$ cat src/rtl/mips_pkg.sv
// ============================================================================
// Module : mips_pkg
// Brief  : Shared constants and helpers for the MIPS datapath blocks.
// Rev    : 1.0 - initial release
// ============================================================================
`default_nettype none

package mips_pkg;

    localparam int DEF_WIDTH = 32;
    localparam int DEF_DEPTH = 32;
    localparam int REG_ZERO  = 0;

    function automatic int clog2(input int value);
        int result;
        result = 0;
        while ((1 << result) < value) begin
            result = result + 1;
        end
        return result;
    endfunction

endpackage

`default_nettype wire

$ cat src/rtl/reg_scoreboard.sv
// ============================================================================
// Module : reg_scoreboard
// Brief  : Per-register write-pending bits, pending count and double-issue flag.
// Rev    : 1.0 - initial release
// ============================================================================
`default_nettype none

module reg_scoreboard
    import mips_pkg::*;
#(
    parameter int  DEPTH    = DEF_DEPTH,
    parameter int  ZERO_REG = 1,
    localparam int AW       = clog2(DEPTH)
) (
    input  logic             clk,
    input  logic             rst_n,
    input  logic             iss_en,
    input  logic [AW-1:0]    iss_addr,
    input  logic             wr_en,
    input  logic [AW-1:0]    wr_addr,
    output logic [DEPTH-1:0] busy,
    output logic [AW:0]      pend_cnt,
    output logic             dbl_iss
);

    logic [DEPTH-1:0] r_busy;
    logic [DEPTH-1:0] w_busy_nxt;
    logic [AW:0]      r_pend_cnt;
    logic [AW:0]      w_cnt_nxt;
    logic             r_dbl_iss;
    logic             w_iss_ok;
    logic             w_dbl_set;

    assign w_iss_ok  = iss_en && !((ZERO_REG != 0) && (iss_addr == AW'(REG_ZERO)));
    assign w_dbl_set = w_iss_ok && r_busy[iss_addr] && !(wr_en && (wr_addr == iss_addr));

    // Clear is applied before set so a same-cycle issue keeps the bit busy.
    always_comb begin
        w_busy_nxt = r_busy;
        if (wr_en) begin
            w_busy_nxt[wr_addr] = 1'b0;
        end
        if (w_iss_ok) begin
            w_busy_nxt[iss_addr] = 1'b1;
        end
        w_cnt_nxt = '0;
        for (int r = 0; r < DEPTH; r++) begin
            w_cnt_nxt = w_cnt_nxt + {{AW{1'b0}}, w_busy_nxt[r]};
        end
    end

    always_ff @(posedge clk or negedge rst_n) begin
        if (!rst_n) begin
            r_busy     <= '0;
            r_pend_cnt <= '0;
            r_dbl_iss  <= 1'b0;
        end else begin
            r_busy     <= w_busy_nxt;
            r_pend_cnt <= w_cnt_nxt;
            if (w_dbl_set) begin
                r_dbl_iss <= 1'b1;
            end
        end
    end

    assign busy     = r_busy;
    assign pend_cnt = r_pend_cnt;
    assign dbl_iss  = r_dbl_iss;

endmodule

`default_nettype wire

$ cat src/rtl/reg_file_sb.sv
// ============================================================================
// Module : reg_file_sb
// Brief  : Multi-port register file with write bypass and write-pending scoreboard.
// Rev    : 1.0 - initial release
// ============================================================================
`default_nettype none

module reg_file_sb
    import mips_pkg::*;
#(
    parameter int  WIDTH    = DEF_WIDTH,
    parameter int  DEPTH    = DEF_DEPTH,
    parameter int  NREAD    = 2,
    parameter int  ZERO_REG = 1,
    localparam int AW       = clog2(DEPTH)
) (
    input  logic                   clk,
    input  logic                   rst_n,
    input  logic [NREAD*AW-1:0]    rd_addr,
    output logic [NREAD*WIDTH-1:0] rd_data,
    output logic [NREAD-1:0]       rd_busy,
    input  logic                   wr_en,
    input  logic [AW-1:0]          wr_addr,
    input  logic [WIDTH-1:0]       wr_data,
    input  logic                   iss_en,
    input  logic [AW-1:0]          iss_addr,
    output logic [AW:0]            pend_cnt,
    output logic                   dbl_iss
);

    logic [WIDTH-1:0] r_mem [DEPTH];
    logic [DEPTH-1:0] w_busy;
    logic             w_wr_ok;

    assign w_wr_ok = wr_en && !((ZERO_REG != 0) && (wr_addr == AW'(REG_ZERO)));

    always_ff @(posedge clk or negedge rst_n) begin
        if (!rst_n) begin
            for (int r = 0; r < DEPTH; r++) begin
                r_mem[r] <= '0;
            end
        end else if (w_wr_ok) begin
            r_mem[wr_addr] <= wr_data;
        end
    end

    reg_scoreboard #(
        .DEPTH    (DEPTH),
        .ZERO_REG (ZERO_REG)
    ) u_scoreboard (
        .clk      (clk),
        .rst_n    (rst_n),
        .iss_en   (iss_en),
        .iss_addr (iss_addr),
        .wr_en    (wr_en),
        .wr_addr  (wr_addr),
        .busy     (w_busy),
        .pend_cnt (pend_cnt),
        .dbl_iss  (dbl_iss)
    );

    for (genvar i = 0; i < NREAD; i++) begin : g_rd_port
        logic [AW-1:0] w_addr;
        logic          w_is_zero;
        logic          w_wr_hit;

        assign w_addr    = rd_addr[i*AW +: AW];
        assign w_is_zero = (ZERO_REG != 0) && (w_addr == AW'(REG_ZERO));
        assign w_wr_hit  = wr_en && (wr_addr == w_addr);

        assign rd_data[i*WIDTH +: WIDTH] = w_is_zero ? '0 :
                                           w_wr_hit  ? wr_data : r_mem[w_addr];
        // A writeback in the same cycle satisfies the pending hazard.
        assign rd_busy[i] = w_busy[w_addr] && !w_wr_hit;
    end

endmodule

`default_nettype wire

$ cat config.mk
export PLATFORM = sky130hd
export DESIGN_NAME = reg_file_sb
export DESIGN_NICKNAME = d
export VERILOG_FILES = /design/src/rtl/mips_pkg.sv /design/src/rtl/reg_scoreboard.sv /design/src/rtl/reg_file_sb.sv
export SDC_FILE = /design/constraint.sdc
export NUM_CORES = 2
export LEC_CHECK = 0
export BUFFER_PORTS_ARGS = -buffer_cell sky130_fd_sc_hd__buf_2
export CORE_UTILIZATION = 50
export CTS_BUF_LIST = sky130_fd_sc_hd__clkbuf_2 sky130_fd_sc_hd__clkbuf_4 sky130_fd_sc_hd__clkbuf_8
export DETAILED_ROUTE_END_ITERATION = 7
export PLACE_DENSITY = 0.66
export SETUP_SLACK_MARGIN = 0.2
export SLEW_MARGIN = 20
export SYNTH_ARGS = -nofsm -noshare
export SYNTH_HDL_FRONTEND = slang
export SYNTH_SLANG_ARGS = --single-unit
export TNS_END_PERCENT = 100
$ cat constraint.sdc
create_clock -name clk -period 16 [get_ports clk]
set_input_delay 1.6 -clock clk [delete_from_list [all_inputs] [get_ports clk]]
set_output_delay 1.6 -clock clk [all_outputs]
set_load 0.02 [all_outputs]
==> out/metrics.csv <==
stage,metric,value,unit
placed_design,post-detail-place hpwl,105,mm
hold_path,Min-Delay Path Depth,0,
final_layout,share of layout cells above drive strength 1,0.483,
timing,fin crit share,0.475,
placed_design,DP Worst Slack,7.35,ns
final_layout,Fillers,9454,
setup_path,CP Data Arrival Time,6.01,ns
final_layout,Finished Cell Area,63400,sq um
hold_path,Worst Hold Class,reg -> reg,
die,DIE WIDTH,343,microns
clocking,H-Tree Depth,4,
setup_path,reg2reg end,u_scoreboard.pend_cnt[4]$_DFF_PN0_,
placed_design,Area after DPL,59400,sq um
timing,Achievable Freq,0.131,GHz
global_routing,number of global-route vias before repair,40366,
die,Initial Util,0.507,
final_layout,Synth-to-Final Area Change,8.73,%
final_layout,Final nets,4163,
synthesis,"EDFF count, synth",0,
power_and_ir_drop,Lkg Pwr,27.9,nW
clocking,CTS Buffer Depth,3,
setup_path,R2R setup slack,10.49,ns
global_routing,residual overflow from global routing,0,
synthesis,synth top area cells,"dfrtp_1 46%, mux2_2 20%, mux4_2 16%, mux2i_1 3.0%, clkbuf_1 1.4%",
timing,max-slew violation count,0,
timing,Slew HR,0.204,
drt,Via density,6.88,
setup_path,R2R Path Start,u_scoreboard.busy[0]$_DFF_PN0_,
final_layout,post-route core utilization,0.551,
power_and_ir_drop,Pwr Density,138,nW/um^2
setup_path,worst path required time,14.40,ns
timing,final setup TNS,0,ns
synthesis,asr flop ratio synth,1.00,
global_routing,All-Layer GR Usage,0.328,
synthesis,synthesized instance count,4158,
synthesis,Synth Cell Area,58300,sq um
synthesis,synthesis warning total,0,
synthesis,syn_area_per_cell,14.0,sq um
timing,Hold WS,0.396,ns
timing,final setup fails,0,
global_routing,antenna violations before repair,8,
clocking,Hold Buf Count CTS,0,
timing,Final min period,7.61,ns
clocking,clk_lat worst skew,0.87,ns
synthesis,post-synth net total,4246,
hold_path,WHS Endpoint,r_mem[1007]$_DFFE_PN0P_,
global_routing,first-pass GRT wire length,281,mm
flow_run,max_cap viols,0,
placed_design,gp weighted congestion,0.857,
synthesis,Synth Register Bits,1063,
timing,RSZ-0062 raised after global routing,false,
drt,routed vias,39450,
setup_path,Setup crit start kind,primary input,
synthesis,Most used DFF post-synth,dfrtp_1,
synthesis,most common cell in the netlist,dfrtp_1,
timing,worst slew pin tran,1.19,ns
drt,Antenna Violating Nets Remaining,0,
clocking,post-CTS repair timing setup buffer count,0,
hold_path,beginning of the worst hold path,r_mem[1007]$_DFFE_PN0P_,
drt,total wire length,191,mm
setup_path,worst reg2reg path depth,17,
synthesis,largest area contributor in the netlist,dfrtp_1,
synthesis,part of the Yosys area used for sequential elements,0.456,
status,status,"complete, no violations",
clocking,number of buffers created by CTS,179,
drt,wire per inst,33.3,microns
setup_path,Worst setup EP type,primary output,
clocking,CTS tree,yes,
clocking,clock root buffer,clkbuf_8,
setup_path,Setup CP Type,in -> out,
clocking,post-CTS sizing,0,
timing,worst setup margin,8.39,ns
synthesis,synth unique cells,66,
clocking,clk slew on worst S/H paths,0.05,ns
global_routing,largest net degree at the start of global routing,176,
die,cell row count,124,
clocking,CTS sink cnt,1063,
die,full die area,118000,sq um
synthesis,Yosys top cell area share,0.456,
drt,initial DRC count,4351,
timing,final hold vios,0,
synthesis,top cells by instance count after synthesis,"1063 x dfrtp_1, 1019 x mux2_2, 422 x mux4_2",
drt,DRT Pass-1 Iters,5,
timing,skew final,0.0297,ns
setup_path,Crit Path Max Fanout,57,
placed_design,Port Buffers,128,
drt,DR DRC count,0,
power_and_ir_drop,Max VDD drop,238,uV
die,Ports,129,
die,core area,115000,sq um
die,Die Height,343,microns
## placed cells by master (no fill, tap or decap), types with 16 or more instances in the layout
master / instances
nor4_1: 28
buf_4: 71
a22o_1: 34
nor2_4: 19
a21oi_1: 52
clkbuf_4: 64
a32o_1: 23
mux4_2: 422
dfrtp_1: 1063
fa_1: 24
a211oi_1: 41
nor2_1: 51
o21ai_0: 35
a22oi_1: 98
inv_1: 48
o22ai_1: 120
o221ai_1: 21
nor3_1: 30
clkbuf_8: 231
clkinv_2: 16
mux2i_1: 175
buf_2: 120
mux2_2: 1019
nand2_1: 163
nand3_1: 22
## metrics by stage
step | power [mW] | instances
floorplan | 5.50 | 4158
global placement | 6.07 | 5406
detailed placement | 6.16 | 5406
CTS | 8.80 | 5731
global route | 9.25 | 5734
finish | 8.77 | 5736
## layer usage
metal / wire length (microns) / global-route usage / vias up / share of wire
li1: - / - / 15800 / -
met1: 75500 / 0.434 / 21145 / 0.40
met2: 90800 / 0.523 / 1991 / 0.48
met3: 15200 / 0.0637 / 510 / 0.079
met4: 9350 / 0.152 / 4 / 0.049
met5: 17 / 0 / - / 0.000089
## registers in the layout, indices dropped and copies added (netlist names)
| signal | count |
|---|---|
| u_scoreboard.pend_cnt | 6 |
| u_scoreboard.busy | 32 |
| u_scoreboard.dbl_iss | 1 |
| r_mem | 1024 |
## power by group
part           switching [mW]  internal, mW
registers               0.384          3.23
logic                    1.16          1.35
clock network            1.17          1.48
## worst max path at each step
stage          startpoint                                 end  slack (ns)  depth (start not counted)
2_1_floorplan  wr_addr[2]  u_scoreboard.pend_cnt[4]$_DFF_PN0_        8.72                         22
3_3_place_gp   wr_addr[3]  u_scoreboard.pend_cnt[4]$_DFF_PN0_        7.52                         18
3_5_place_dp   wr_addr[3]  u_scoreboard.pend_cnt[4]$_DFF_PN0_        7.35                         18
4_1_cts        rd_addr[0]                          rd_data[1]        8.25                         10
5_1_grt        rd_addr[0]                          rd_data[1]        8.04                         10
6_report       rd_addr[0]                          rd_data[1]        8.39                         10
## cells by family after synthesis
kind of cell    synth area share
simple gates              0.0352
flops                      0.456
buf+inv                   0.0435
mux                        0.391
xor+xnor                 0.00270
fa+ha+maj                0.00996
compound gates            0.0609
## final cells by class
cell class	instances	area, sq um	area share
tap	1512	1890	0.0299
antenna	5	12.5	0.000197
clock buffer	295	3660	0.0577
clock inverter	30	272	0.00428
timing repair buffer	201	1300	0.0205
inverter	49	184	0.00290
sequential	1063	26600	0.420
multi-input combinational	2581	29500	0.465
## worst max-delay path, stage by stage
cell and delay, ns:
buf_8 0.46, buf_4 0.79, buf_4 0.64, buf_4 0.68, mux4_1 0.65, a22o_1 0.25
a2111oi_2 0.28, a21oi_1 0.07, a22o_1 0.26, buf_2 0.18
Note: power is estimated with default switching activity, not from simulation.
